### config.mk
export PLATFORM = sky130hd
export DESIGN_NAME = video_in_wb_writer
export DESIGN_NICKNAME = d
export VERILOG_FILES = /design/src/rtl/video_in_pkg.sv /design/src/rtl/video_in_addr_gen.sv /design/src/rtl/video_in_wb_writer.sv
export SDC_FILE = /design/constraint.sdc
export NUM_CORES = 1
export LEC_CHECK = 0
export CAP_MARGIN = 20
export CORE_MARGIN = 4
export CORE_UTILIZATION = 52
export CTS_BUF_LIST = sky130_fd_sc_hd__clkbuf_16
export DETAILED_ROUTE_END_ITERATION = 8
export GPL_TIMING_DRIVEN = 0
export PLACE_DENSITY = 0.95
export SKIP_CTS_REPAIR_TIMING = 1
export SYNTH_ARGS = -nofsm -noshare
export SYNTH_HDL_FRONTEND = slang
export SYNTH_HIERARCHICAL = 1
export SYNTH_SLANG_ARGS = --single-unit
### constraint.sdc
create_clock -name clk -period 5.4 [get_ports clk]
set_clock_uncertainty 0.1 [all_clocks]
set_input_delay 1.62 -clock clk [delete_from_list [all_inputs] [get_ports clk]]
set_output_delay 1.62 -clock clk [all_outputs]
set_load 0.1 [all_outputs]
### src/rtl/video_in_pkg.sv
// rtl/video_in_pkg.sv - shared state, CTI and sizing constants for the video-in path
package video_in_pkg;

    typedef enum logic [1:0] {
        IDLE,
        FETCH,
        STB
    } wr_state_e;

    localparam logic [2:0] CTI_CLASSIC = 3'b000;
    localparam logic [2:0] CTI_INCR    = 3'b010;
    localparam logic [2:0] CTI_EOB     = 3'b111;

    localparam int NB_PACK_DEF     = 16;
    localparam int FRAME_WORDS_DEF = 76800;

endpackage

### src/rtl/video_in_addr_gen.sv
// rtl/video_in_addr_gen.sv - frame base latch, wrapping word index, write address and frame_done
module video_in_addr_gen
    import video_in_pkg::*;
#(
    parameter int FRAME_WORDS = FRAME_WORDS_DEF
) (
    input  logic        clk,
    input  logic        nRST,
    input  logic        start,
    input  logic        advance,
    input  logic [31:0] frame_base,
    output logic [31:0] wb_adr_o,
    output logic        frame_done
);

    localparam int IDX_W = $clog2(FRAME_WORDS);
    localparam logic [IDX_W-1:0] IDX_LAST = IDX_W'(FRAME_WORDS - 1);

    logic [IDX_W-1:0] idx_q, idx_d;
    logic [31:0]      base_q, base_d;
    logic             frame_done_q, frame_done_d;

    always_comb begin
        idx_d        = idx_q;
        base_d       = base_q;
        frame_done_d = 1'b0;
        // A new frame begins only when a packet starts at word 0.
        if (start && (idx_q == '0)) begin
            base_d = frame_base;
        end
        if (advance) begin
            frame_done_d = (idx_q == IDX_LAST);
            idx_d        = (idx_q == IDX_LAST) ? '0 : idx_q + IDX_W'(1);
        end
    end

    always_ff @(posedge clk or negedge nRST) begin
        if (!nRST) begin
            idx_q        <= '0;
            base_q       <= '0;
            frame_done_q <= 1'b0;
        end else begin
            idx_q        <= idx_d;
            base_q       <= base_d;
            frame_done_q <= frame_done_d;
        end
    end

    assign wb_adr_o   = base_q + (32'(idx_q) << 2);
    assign frame_done = frame_done_q;

endmodule

### src/rtl/video_in_wb_writer.sv
// rtl/video_in_wb_writer.sv - FIFO-to-Wishbone packet burst writer; VIDEO_IN_WB_BURST_EN selects burst CTI
module video_in_wb_writer
    import video_in_pkg::*;
#(
    parameter int DATA_SIZE   = 32,
    parameter int NB_PACK     = NB_PACK_DEF,
    parameter int FRAME_WORDS = FRAME_WORDS_DEF,
    parameter int FIFO_LAT    = 2
) (
    input  logic                 clk,
    input  logic                 nRST,
    input  logic                 enable,
    input  logic [31:0]          frame_base,
    input  logic [DATA_SIZE-1:0] fifo_data,
    input  logic                 fifo_pack_available,
    output logic                 fifo_r_ack,
    output logic                 wb_cyc_o,
    output logic                 wb_stb_o,
    output logic                 wb_we_o,
    output logic [31:0]          wb_adr_o,
    output logic [DATA_SIZE-1:0] wb_dat_o,
    output logic [3:0]           wb_sel_o,
    output logic [2:0]           wb_cti_o,
    output logic [1:0]           wb_bte_o,
    input  logic                 wb_ack_i,
    input  logic                 wb_err_i,
    output logic                 frame_done,
    output logic                 bus_error
);

    localparam int BEAT_W = (NB_PACK > 1) ? $clog2(NB_PACK) : 1;
    localparam int WAIT_W = (FIFO_LAT > 0) ? $clog2(FIFO_LAT + 1) : 1;
    localparam logic [BEAT_W-1:0] BEAT_LAST = BEAT_W'(NB_PACK - 1);
    localparam logic [WAIT_W-1:0] WAIT_INIT = WAIT_W'(FIFO_LAT);

    wr_state_e             state_q, state_d;
    logic [BEAT_W-1:0]     beat_q, beat_d;
    logic [WAIT_W-1:0]     wait_q, wait_d;
    logic [DATA_SIZE-1:0]  dat_q, dat_d;
    logic                  bus_err_q, bus_err_d;
    logic                  pop, start, advance, head_valid, last_beat;

    assign last_beat  = (beat_q == BEAT_LAST);
    // Beat 0 always finds a settled head; later beats wait out the FIFO read latency.
    assign head_valid = (beat_q == '0) || (wait_q == '0);

    always_comb begin
        state_d   = state_q;
        beat_d    = beat_q;
        wait_d    = (wait_q != '0) ? wait_q - WAIT_W'(1) : wait_q;
        dat_d     = dat_q;
        bus_err_d = bus_err_q;
        pop       = 1'b0;
        start     = 1'b0;
        advance   = 1'b0;
        case (state_q)
            IDLE: begin
                if (enable && fifo_pack_available) begin
                    start   = 1'b1;
                    beat_d  = '0;
                    state_d = FETCH;
                end
            end
            FETCH: begin
                if (head_valid) begin
                    pop     = 1'b1;
                    dat_d   = fifo_data;
                    wait_d  = WAIT_INIT;
                    state_d = STB;
                end
            end
            STB: begin
                if (wb_ack_i || wb_err_i) begin
                    advance = 1'b1;
                    if (wb_err_i) begin
                        bus_err_d = 1'b1;
                    end
                    if (last_beat) begin
                        state_d = IDLE;
                    end else begin
                        beat_d  = beat_q + BEAT_W'(1);
                        state_d = FETCH;
                    end
                end
            end
            default: state_d = IDLE;
        endcase
    end

    always_ff @(posedge clk or negedge nRST) begin
        if (!nRST) begin
            state_q   <= IDLE;
            beat_q    <= '0;
            wait_q    <= '0;
            dat_q     <= '0;
            bus_err_q <= 1'b0;
        end else begin
            state_q   <= state_d;
            beat_q    <= beat_d;
            wait_q    <= wait_d;
            dat_q     <= dat_d;
            bus_err_q <= bus_err_d;
        end
    end

    video_in_addr_gen #(
        .FRAME_WORDS(FRAME_WORDS)
    ) u_addr_gen (
        .clk        (clk),
        .nRST       (nRST),
        .start      (start),
        .advance    (advance),
        .frame_base (frame_base),
        .wb_adr_o   (wb_adr_o),
        .frame_done (frame_done)
    );

    assign fifo_r_ack = pop;
    assign wb_cyc_o   = (state_q != IDLE);
    assign wb_stb_o   = (state_q == STB);
    assign wb_we_o    = wb_cyc_o;
    assign wb_sel_o   = wb_cyc_o ? 4'hF : 4'h0;
    assign wb_bte_o   = 2'b00;
    assign wb_dat_o   = dat_q;
    assign bus_error  = bus_err_q;

`ifdef VIDEO_IN_WB_BURST_EN
    assign wb_cti_o = !wb_cyc_o ? CTI_CLASSIC : (last_beat ? CTI_EOB : CTI_INCR);
`else
    assign wb_cti_o = CTI_CLASSIC;
`endif

endmodule

==> key figures, run 1 <==
Outcome
  – Status: complete, no violations

Cells and area
  – Layout cells sized above 1: 17.9%
  – N_diodes: 0
  – Finished Cell Area: 0.00708 mm2
  – Area grow syn2layout: 37.6%
  – # nets final: 710

Flow run
  – Maxcap violations: 0

Synthesis
  – Synth top area share: 44.3%
  – Post-synth top cells: dfrtp_1 (91), mux2_2 (33), mux2_4 (26), nand2_1 (26), nor2_1 (26)
  – Avg Cell Area, Syn: 11.2 um2
  – Post-synth EDFFs: 0
  – Area leader, netlist: dfrtp_1
  – Prevailing post-synth register cell: dfrtp_1
  – Yosys warning count: 6
  – Synthesized area: 0.00514 mm2
  – Distinct cell type count after synthesis: 57
  – Post-Syn Instances: 459
  – Count leader, synth: dfrtp_1
  – Top post-synthesis cells by area: dfrtp_1 (44%), mux2_4 (7.6%), mux2_2 (7.2%), ha_1 (5.1%), xor2_1 (3.2%)
  – Register area share after synthesis: 44.3%
  – Asr flop ratio synth: 100%
  – #FFs+latches synth: 91

Clocking
  – Clock Sinks: 91
  – Clock-pin slew on the worst setup and hold paths: 0.06 ns
  – CTS tree: yes
  – Clock Root Buffer: clkbuf_16
  – Clk buf depth: 2
  – H-Tree Depth: 3
  – Cts bufs inserted: 9
  – Worst skew pair latency: 0.34 ns

Drt
  – Final wirelength: 14000 um
  – Routed Antenna Nets: 0
  – Initial DRC Count: 251
  – Post-DR vias/cell: 5.72
  – DR WL/cell: 18.6 um
  – DRC: 0
  – DR vias: 4314
  – DR pass1 iterations: 5

Floorplanning
  – Boundary pin count: 149
  – Vert. Die Dim: 107 um
  – Initial Util: 53.1%
  – Die area: 0.0115 mm2
  – Site row count: 36
  – Core ar.: 0.00968 mm2
  – Horiz. Die Dim: 107 um

Worst setup path
  – Critical path class: reg -> out
  – Crit start category: register
  – FF-to-FF setup slack: 2.70 ns
  – Cells along the critical path: ha_1 > inv_1 > fa_1 > nor2b_1 > o31ai_1 > a31oi_1 > o211ai_1 > a21oi_1 > xor2_1 > clkbuf_2
  – WP data required: 3.68 ns
  – Worst reg2reg path depth: 11
  – CP max FO: 5
  – CP max-delay cell: o31ai_1
  – Peak per-stage delay on the critical path: 0.51 ns
  – Crit end category: output port
  – CP arrival: 3.55 ns

Hold path
  – Hold depth: 1
  – Hold Path Class: reg -> reg

Timing
  – RSZ-0062 raised after global routing: false
  – FMAX: 190 MHz
  – Final Hold Fails: 0
  – Slew Limit Fails: 0
  – Worst slew margin: 32.0%
  – Tmin final: 5.27 ns
  – Slew of the pin with the lowest slew margin: 1.02 ns
  – Final period util: 97.7%
  – Setup-failing EPs final: 0

GRT
  – Antenna violations before repair: 0
  – GRT Total Usage: 24.7%
  – Vias in the first global route: 4541
  – First-pass GRT wire length: 22500 um
  – Largest net degree at the start of global routing: 76
  – Grt total ovfl: 0

Placement
  – Routability cong.: 0.932
  – HPWL after DPL: 10400 um
  – Port Buffers: 143
  – DP Area: 0.00678 mm2
## kinds of logic after synthesis
group | count (synthesis) | synth area share, %
and+or+nand+nor | 118 | 11.9
DFF | 91 | 44.3
AOI/OAI and AO/OA | 84 | 11.2
muxes | 64 | 15.9
buffers and inverters | 43 | 5.01
xor gates and xnor gates | 36 | 6.13
adders and majority gates | 22 | 5.50
other | 1 | 0.0729
## registers in the layout, summed over array words and instances, names as in the netlist
register and flops:
wait_q 2, state_q 2, bus_error 1, u_addr_gen/idx_q 17, u_addr_gen/base_q 32, wb_dat_o 32, beat_q 4, u_addr_gen/frame_done 1
## metrics by stage
stage                     instances  TNS (ns)  setup slack (ns)  util [%]  hold WS, ns
final                           754         0             0.126      73.1        0.361
after global routing            754         0          0.000125      73.1        0.411
after CTS                       754     -3.94            -0.480      73.1        0.367
after detailed placement        740   -0.0930           -0.0454      70.0        0.354
after global placement          739    -48.55            -0.539      69.8        0.343
after floorplan                 463         0             0.339         -        0.360
## worst max-delay path, delay by kind of cell, from the launching register on
kind / cells / cell delay [ns]
AND/OR/NAND/NOR: 1 / 0.08
XOR/XNOR: 1 / 0.21
AO/OA/AOI/OAI: 4 / 1.37
buffers and inverters: 2 / 0.59
flip-flops: 1 / 0.44
adder cells (fa/ha/maj): 2 / 0.51
## per-layer routing
metal  global-route usage, %  vias to the layer above  share of wire (%)
li1                        -                     1961                  -
met1                    29.0                     2126                 39
met2                    43.9                      201                 51
met3                    6.96                       26                8.0
met4                    7.48                        0                2.1
met5                       0                        -                  0
## cell usage in the layout (no fill, tap or decap), types with 10 or more instances in the layout
cell             instances
nor2_1                  26
xnor2_1                 17
nand3_1                 22
mux2_4                  26
mux2_2                  33
ha_1                    21
dfrtp_1                 91
o21ai_0                 20
clkdlybuf4s50_1        122
nand4_1                 10
buf_4                   13
a21oi_1                 16
xor2_1                  19
dlymetal6s2s_1          13
inv_1                   17
nand2_1                 26
## worst paths after layout
check | startpoint | end
max | u_addr_gen/idx_q[0]$_DFFE_PN0P_ | wb_adr_o[22]
max in group asynchronous | nRST | u_addr_gen/base_q[10]$_DFFE_PN0P_
min reg2reg | bus_error$_DFFE_PN0P_ | bus_error$_DFFE_PN0P_
min in group asynchronous | nRST | u_addr_gen/base_q[15]$_DFFE_PN0P_
max reg2reg | state_q[1]$_DFFE_PN0P_ | u_addr_gen/idx_q[7]$_DFFE_PN0P_
min | bus_error$_DFFE_PN0P_ | bus_error$_DFFE_PN0P_
## final cells by class
type	instances	area, um2
multi-input cells	329	2620
inverters	15	56.3
clock inverters	5	72.6
fillers	620	2610
flip-flops and latches	91	2280
clock buffers	9	225
repair buffers	144	1450
plain buffers	28	201
well taps	133	166
Power of run 1 is not shown: default switching activity piles up to over one toggle a cycle in this logic, so the estimate is an artifact.
==> run 2: changes to the inputs <==
Settings changed: RECOVER_POWER set to 25, SETUP_SLACK_MARGIN set to 0.1.
==> run 2 against run 1 <==
Against the previous run: the flow now finishes with violations (max-capacitance violations, max-slew violations); flip-flop and latch count stayed put; sequential share of layout area is 0.36 points higher; worst setup slack better by 0.080 ns; cell count rose by 0.13%; count of clock-buffer cells in the layout is the same; wire length increased by 0.91%; design area decreased by 1.1%; critical path type unchanged; critical endpoint is now wb_adr_o[12]; highest routed layer unchanged.
==> key figures, run 2 (synthesis gave the netlist of run 1 again) <==
Cells and area
  – N_diodes: 0 (unchanged)
  – Commonest non-fill, non-tap cell in the layout: clkdlybuf4s50_1
  – Filler cell count: 634 (+2.3%)
  – Layout cells sized above 1: 18.8% (+0.94 points)
  – Area grow syn2layout: 36.1%
  – # nets final: 711 (+0.14%)
  – Final core occ: 72.3% (-0.80 points)
  – Most frequent cells in the layout: clkdlybuf4s50_1 (119), dfrtp_1 (91), mux2_2 (33)

Outcome
  – Failing checks: max-capacitance violations, max-slew violations
  – Status: complete, but fails checks

Worst setup path
  – CP max FO: 5 (unchanged)
  – CP arrival: 3.47 ns (-0.08 ns)
  – WP buf/inv: 2 (unchanged)
  – WP data required: 3.68 ns (about the same)
  – Crit start category: register
  – Cells along the critical path: ha_1 > inv_1 > fa_1 > nor2b_1 > o31ai_1 > nand2_1 > a311oi_1 > xnor2_1 > dlymetal6s2s_1
  – CP max-delay cell: dlymetal6s2s_1
  – Peak per-stage delay on the critical path: 0.78 ns (+0.27 ns)
  – Critical path class: reg -> out
  – Crit end category: output port
  – CP top delay family: buffers and inverters

Floorplanning
  – Site row count: 36 (unchanged)
  – Horiz. Die Dim: 107 um (unchanged)
  – Die area: 0.0115 mm2 (unchanged)
  – Core ar.: 0.00968 mm2 (unchanged)
  – Initial Util: 53.1% (unchanged)
  – Vert. Die Dim: 107 um (unchanged)
  – Boundary pin count: 149 (unchanged)

Placement
  – HPWL after DPL: 10400 um (unchanged)
  – Routability cong.: 0.932 (unchanged)
  – Port Buffers: 143 (unchanged)
  – Dpl ws: -0.0454 ns (unchanged)

Clocking
  – Clock Sinks: 91 (unchanged)
  – H-Tree Depth: 3 (unchanged)
  – Clock-pin slew on the worst setup and hold paths: 0.07 ns (about the same)
  – Worst skew pair latency: 0.35 ns (about the same)
  – Cts bufs inserted: 9 (unchanged)
  – CTS tree: yes
  – Clock Root Buffer: clkbuf_16
  – Clk buf depth: 2 (unchanged)

Drt
  – Post-DR vias/cell: 5.74 (+0.31%)
  – DR WL/cell: 18.7 um (+0.78%)
  – DR pass1 iterations: 7 (+2)
  – DR vias: 4333 (+0.44%)
  – Initial DRC Count: 263 (+4.8%)
  – Final wirelength: 14100 um (+0.91%)
  – Routed Antenna Nets: 0 (unchanged)
  – DRC: 0 (unchanged)

Timing
  – Final Hold Fails: 0 (unchanged)
  – Slew of the pin with the lowest slew margin: 1.80 ns (+0.782 ns)
  – Setup-failing EPs final: 0 (unchanged)
  – Final period util: 96.2% (-1.5 points)
  – FMAX: 193 MHz (+1.5%)
  – Final worst slack: 0.206 ns (+0.0802 ns)
  – Slew Limit Fails: 76 (+76)
  – Worst slew margin: -20.0% (-52 points)
  – Tmin final: 5.19 ns (-0.0802 ns)
  – Setup TNS: 0 ns (unchanged)
  – RSZ-0062 raised after global routing: false
  – Hold_ws: 0.360 ns (-0.000991 ns)

GRT
  – GRT Total Usage: 24.7% (unchanged)
  – First-pass GRT wire length: 22500 um (unchanged)
  – Largest net degree at the start of global routing: 76 (unchanged)
  – Antenna violations before repair: 0 (unchanged)
  – Grt total ovfl: 0 (unchanged)
  – Vias in the first global route: 4541 (unchanged)

Flow run
  – Maxcap violations: 1 (+1)

Hold path
  – Hold Path Class: reg -> reg
==> run 2: worst paths after layout <==
kind                       cells after the start                                 to  slack (ns)                            start
max reg2reg                                   11    u_addr_gen/idx_q[7]$_DFFE_PN0P_        2.65           state_q[1]$_DFFE_PN0P_
min                                            1              bus_error$_DFFE_PN0P_        0.36            bus_error$_DFFE_PN0P_
min in group asynchronous                      1  u_addr_gen/base_q[15]$_DFFE_PN0P_        1.28                             nRST
min reg2reg                                    1              bus_error$_DFFE_PN0P_        0.36            bus_error$_DFFE_PN0P_
max in group asynchronous                      2  u_addr_gen/base_q[10]$_DFFE_PN0P_        1.65                             nRST
max                                            9                       wb_adr_o[12]        0.21  u_addr_gen/idx_q[0]$_DFFE_PN0P_
==> run 2: routing by layer <==
layer / vias to the layer above / GRT usage, % / part of all wire (%) / routed length, um
met5: - / 0 / 0 / 0
met4: 0 / 7.48 / 1.8 / 250
met3: 23 / 6.96 / 8.0 / 1130
met2: 217 / 43.9 / 51 / 7200
met1: 2132 / 29.0 / 39 / 5550
li1: 1961 / - / - / -
==> run 2: per-stage QoR <==
step | cell area [um2] | cells
CTS | 7080 | 754
global placement | 6760 | 739
finish | 7000 | 755
floorplan | 5160 | 463
global route | 7000 | 755
detailed placement | 6780 | 740
==> run 2: final cells by class <==
cell class	instances	area, um2	share of cell area, %
clock buffer	9	225	3.22
timing repair buffer	145	1390	19.9
sequential	91	2280	32.5
inverter	15	56.3	0.804
multi-input combinational	329	2610	37.3
clock inverter	5	72.6	1.04
buffer	28	201	2.88
tap	133	166	2.38
Power of run 2 is left out for the same reason.
==> edit 1 (flow settings as in run 2) <==
The parameter `DATA_SIZE` goes from 32 to 64.
--- a/src/rtl/video_in_wb_writer.sv
+++ b/src/rtl/video_in_wb_writer.sv
@@ -3,5 +3,5 @@
     import video_in_pkg::*;
 #(
-    parameter int DATA_SIZE   = 32,
+    parameter int DATA_SIZE   = 64,
     parameter int NB_PACK     = NB_PACK_DEF,
     parameter int FRAME_WORDS = FRAME_WORDS_DEF,
Ports: changed (resized fifo_data and wb_dat_o); port bits go from 149 to 213. No check against the original RTL was run, so the function may have changed too.
==> edit 1 against run 2 <==
Area after synthesis up 21%. Core utilization rose by 5.5 points. Critical path depth is 2 higher. Worst setup slack lost 0.017 ns. Cell area grew 29%. Sequential cell count up 32. The run still ends with capacitance limit, slew limit left. Largest cell class is now flip-flops and latches. Wire length is 28% higher. Via count rose by 19%.
Power is not shown: default switching activity piles up to over one toggle a cycle in this logic, so the estimate is an artifact.
==> edit 1: results (changes against run 2) <==
| Metric | Value |
|---|---|
| Failing checks | `capacitance limit, slew limit` |
| Post-CTS clock slew at the launch and capture registers of the worst setup and hold paths | `0.05 ns (-0.02 ns)` |
| Pin count of the biggest net entering global routing | `87 (+14%)` |
| Worst hold-check slack | `0.3793 ns (+0.01955 ns)` |
| Data arrival time of the critical path | `3.49 ns (+0.02 ns)` |
| Filler cell count | `692 (+9.1%)` |
| Most used standard cells in the synthesized netlist | `dfrtp_1, mux2_2, nor2_1` |
| Detailed Place HPWL | `13140 µm (+26%)` |
| Max Cap Viol | `2 (+1)` |
| Global-route total usage across every layer | `26.32% (+1.6 points)` |
| Initial DRC Count | `341 (+30%)` |
| First-pass GRT wire length | `29190 µm (+30%)` |
| Share of cells above drive strength 1 | `20.91% (+2.1 points)` |
| Clock latency on the worst-skew pair | `0.41 ns (+0.06 ns)` |
| Part of the Yosys area used for sequential elements | `49.34% (+5.1 points)` |
| Area after detailed placement | `8533 µm² (+26%)` |
| Post-layout nets | `883 (+24%)` |
| Status | `complete, but fails checks` |
| Worst reg2reg setup slack | `2.58 ns (-0.07 ns)` |
| Number of slew-limit violations in the final report | `126 (+66%)` |
| Via count of the first global-routing pass | `5622 (+24%)` |
| Vias per cell | `5.635 (-1.8%)` |
| Count of TritonRoute iterations in the first routing pass | `5 (-2)` |
| Final wirelength | `18070 µm (+28%)` |
| Number of buffers created by CTS | `17 (+8)` |
| Clock H-tree levels | `4 (+1)` |
| Routability congestion estimate | `0.8982 (-3.7%)` |
| Count of different cell masters after synthesis | `53 (-7.0%)` |
-- edit 1: cell types whose count changed in the layout (fill, tap and decap cells not counted), moves of 4 or more --
| cell | before | now |
|---|---|---|
| clkbuf_16 | 9 | 17 |
| mux2_1 | 3 | 9 |
| clkinv_2 | 1 | 5 |
| mux2_4 | 26 | 10 |
| clkdlybuf4s50_1 | 119 | 182 |
| a31oi_1 | 5 | 9 |
| mux2_2 | 33 | 75 |
| clkinv_1 | 0 | 4 |
| dfrtp_1 | 91 | 123 |
| inv_1 | 17 | 13 |
-- edit 1: worst max-delay path by stage --
stage,start,endpoint,slack [ns],cells past startpoint
after floorplan,u_addr_gen/idx_q[12],wb_adr_o[23],0.34,8
after global placement,nRST,wb_dat_o[27],-1.95,1
after detailed placement,u_addr_gen/idx_q[0],wb_adr_o[30],-0.06,10
after CTS,u_addr_gen/idx_q[0],wb_adr_o[30],-0.56,10
after global routing,u_addr_gen/idx_q[0],wb_adr_o[30],0.009,11
final,u_addr_gen/idx_q[0],wb_adr_o[30],0.19,11
-- edit 1: area by class of cell --
cell class | count | area share [%]
multi-input cells | 362 | 32.25
clock inverters | 13 | 1.238
clock buffers | 17 | 4.728
inverters | 12 | 0.5006
well taps | 143 | 1.989
plain buffers | 33 | 2.406
repair buffers | 210 | 22.68
flip-flops and latches | 123 | 34.21
-- edit 1: through the flow --
step	utilization, %	setup TNS [ns]	instances	setup WS (ns)
floorplan	-	0	530	0.3387
global route	77.80	0	913	0.008961
CTS	78.43	-4.252	911	-0.5621
global placement	73.54	-238.45	880	-1.950
finish	77.80	0	913	0.1891
detailed placement	73.79	-0.05682	881	-0.05682
-- edit 1: worst max-delay path: stages, from the launching register on --
cell	delay, ns
dfrtp_1	0.41
ha_1	0.23
inv_1	0.07
fa_1	0.41
nor2b_1	0.18
o31ai_1	0.16
a31oi_1	0.29
o211ai_1	0.15
buf_4	0.17
a211oi_1	0.29
xor2_1	0.22
clkbuf_2	0.50
-- edit 1: kinds of logic (layout without fill, tap and decap cells) --
group,after synthesis,after routing,synth area share (%)
AOI/OAI and AO/OA,84,84,8.865
xor gates and xnor gates,36,36,5.054
adders and majority gates,22,22,4.533
buffers and inverters,45,285,4.312
DFF,123,123,49.34
muxes,94,94,17.57
other,1,5,0.06011
and+or+nand+nor,121,121,10.27
-- edit 1: per-layer routing --
| metal | routed length (µm) | GRT usage [%] |
|---|---|---|
| met1 | 6879 | 29.59 |
| met2 | 8897 | 44.98 |
| met3 | 1788 | 10.91 |
| met4 | 503 | 9.670 |
| met5 | 0 | 0 |
==> edit 2 (flow settings as in run 2) <==
Without the edit above. One comparison of `idx_q` changes from == to >=.
--- a/src/rtl/video_in_addr_gen.sv
+++ b/src/rtl/video_in_addr_gen.sv
@@ -31,5 +31,5 @@
         if (advance) begin
             frame_done_d = (idx_q == IDX_LAST);
-            idx_d        = (idx_q == IDX_LAST) ? '0 : idx_q + IDX_W'(1);
+            idx_d        = (idx_q >= IDX_LAST) ? '0 : idx_q + IDX_W'(1);
         end
     end
Check against the original RTL: same outputs for any inputs over 10 cycles, from zero or initial values and one cycle with nRST low; that may be too few to reach the edited logic, so the function may still have changed.
==> edit 2 against run 2 <==
The flow still finishes with violations (capacitance limit, slew limit). First-iteration DRC count down 49%. Worst setup slack worse by 0.0086 ns. Synthesized cell count up 0.87%. Cell area up 1.3%. Cell count up 0.79%. Sequential cell count unchanged. Critical endpoint is now wb_adr_o[22]. Wire length down 4.1%. Area after synthesis up 0.71%.
==> edit 2: results (changes against run 2) <==
| Metric | Value |
|---|---|
| Data arrival time of the critical path | `3.48 ns (about the same)` |
| Fraction of registers with async set/reset | `100.0% (unchanged)` |
| Count of different cell masters after synthesis | `64 (+12%)` |
| Count of TritonRoute iterations in the first routing pass | `5 (-2)` |
| Inst Count DP | `744 (+0.54%)` |
| Endpoint, Worst Hold | `bus_error` |
| Synthesized instance count | `463 (+0.87%)` |
| Initial DRC Count | `133 (-49%)` |
| Combined flip-flop and latch cell area | `2277 µm² (unchanged)` |
| First-pass GRT wire length | `21720 µm (-3.5%)` |
| Clock latency on the worst-skew pair | `0.34 ns` |
| Max Cap Viol | `1 (unchanged)` |
| Clock power frac | `14.0%` |
| Worst hold-check slack | `0.3626 ns (+0.002826 ns)` |
| Pre-CTS WS | `-0.4204 ns (-0.3750 ns)` |
| Reg-to-reg critical path startpoint | `u_addr_gen/idx_q[1]` |
| Detailed Place HPWL | `10190 µm (-2.3%)` |
| Biggest cell delay along the critical path | `0.48 ns (-0.30 ns)` |
| End of the worst register-to-register path | `u_addr_gen/base_q[27]` |
| End point of the critical path | `wb_adr_o[22]` |
| Post-route non-filler standard cell count | `761 (+0.79%)` |
| Routability congestion estimate | `0.9726 (+4.3%)` |
| Post-CTS clock slew at the launch and capture registers of the worst setup and hold paths | `0.06 ns` |
| Pin count of the biggest net entering global routing | `48 (-37%)` |
| Worst reg2reg setup slack | `2.79 ns (+0.14 ns)` |
| Area after detailed placement | `6869 µm² (+1.3%)` |
| Type of the worst min-delay path | `flip-flop to flip-flop` |
| Vias per cell | `5.501 (-4.2%)` |
| Ranking of synthesized cells by area | `dfrtp_1, mux2_2, mux2_4` |
| Filler cell count | `657 (+3.6%)` |
| Number of slew-limit violations in the final report | `48 (-37%)` |
| Critical path peak fanout | `6 (+1)` |
| Failing checks | `capacitance limit, slew limit` |
| Root buffer cell | `clkbuf_16` |
| Launching instance or port of the critical path | `u_addr_gen/idx_q[0]` |
| Cell family contributing the most delay on the critical path | `compound AO/OA/AOI/OAI gates` |
| Global-route total usage across every layer | `23.94% (-0.78 points)` |
| Mean routed wirelength per cell | `17.79 µm (-4.9%)` |
| Via count of the first global-routing pass | `4533 (-0.18%)` |
| Clock H-tree levels | `3 (unchanged)` |
| Clock period minus worst slack | `5.203 ns (+0.008631 ns)` |
| Share of cells above drive strength 1 | `20.38% (+1.6 points)` |
| Sequential fraction of design power | `roughly a quarter` |
| Post-layout nets | `715 (+0.56%)` |
| Cell with the largest stage delay on the worst path | `clkbuf_2` |
| Most used standard cells in the synthesized netlist | `dfrtp_1, mux2_2, nand2_1` |
| Slew HR | `-61.30% (-41 points)` |
| Part of the Yosys area used for sequential elements | `43.96% (-0.31 points)` |
| R2r worst-path depth | `7 (-4)` |
| Status | `complete, but fails checks` |
==> edit 2: cells by family after synthesis <==
logic type	synth area share (%)
multiplexers	16.16
XOR/XNOR	6.256
flip-flops	43.96
AO/OA/AOI/OAI	11.21
adder cells (fa/ha/maj)	5.459
other	0.07239
AND/OR/NAND/NOR	11.86
buffers and inverters	5.024
==> edit 2: per-layer routing <==
layer,routed length (µm),global-route usage [%],up-vias
li1,-,-,1948
met1,5124,26.74,2016
met2,6893,41.65,196
met3,1165,7.678,26
met4,355,10.46,0
met5,0,0,-
==> edit 2: final cells by class <==
class / count / share of cell area (%)
multi-input combinational: 331 / 38.07
buffer: 25 / 2.611
sequential: 91 / 32.11
clock inverter: 7 / 0.6351
inverter: 20 / 1.059
tap: 133 / 2.347
timing repair buffer: 145 / 19.99
clock buffer: 9 / 3.176
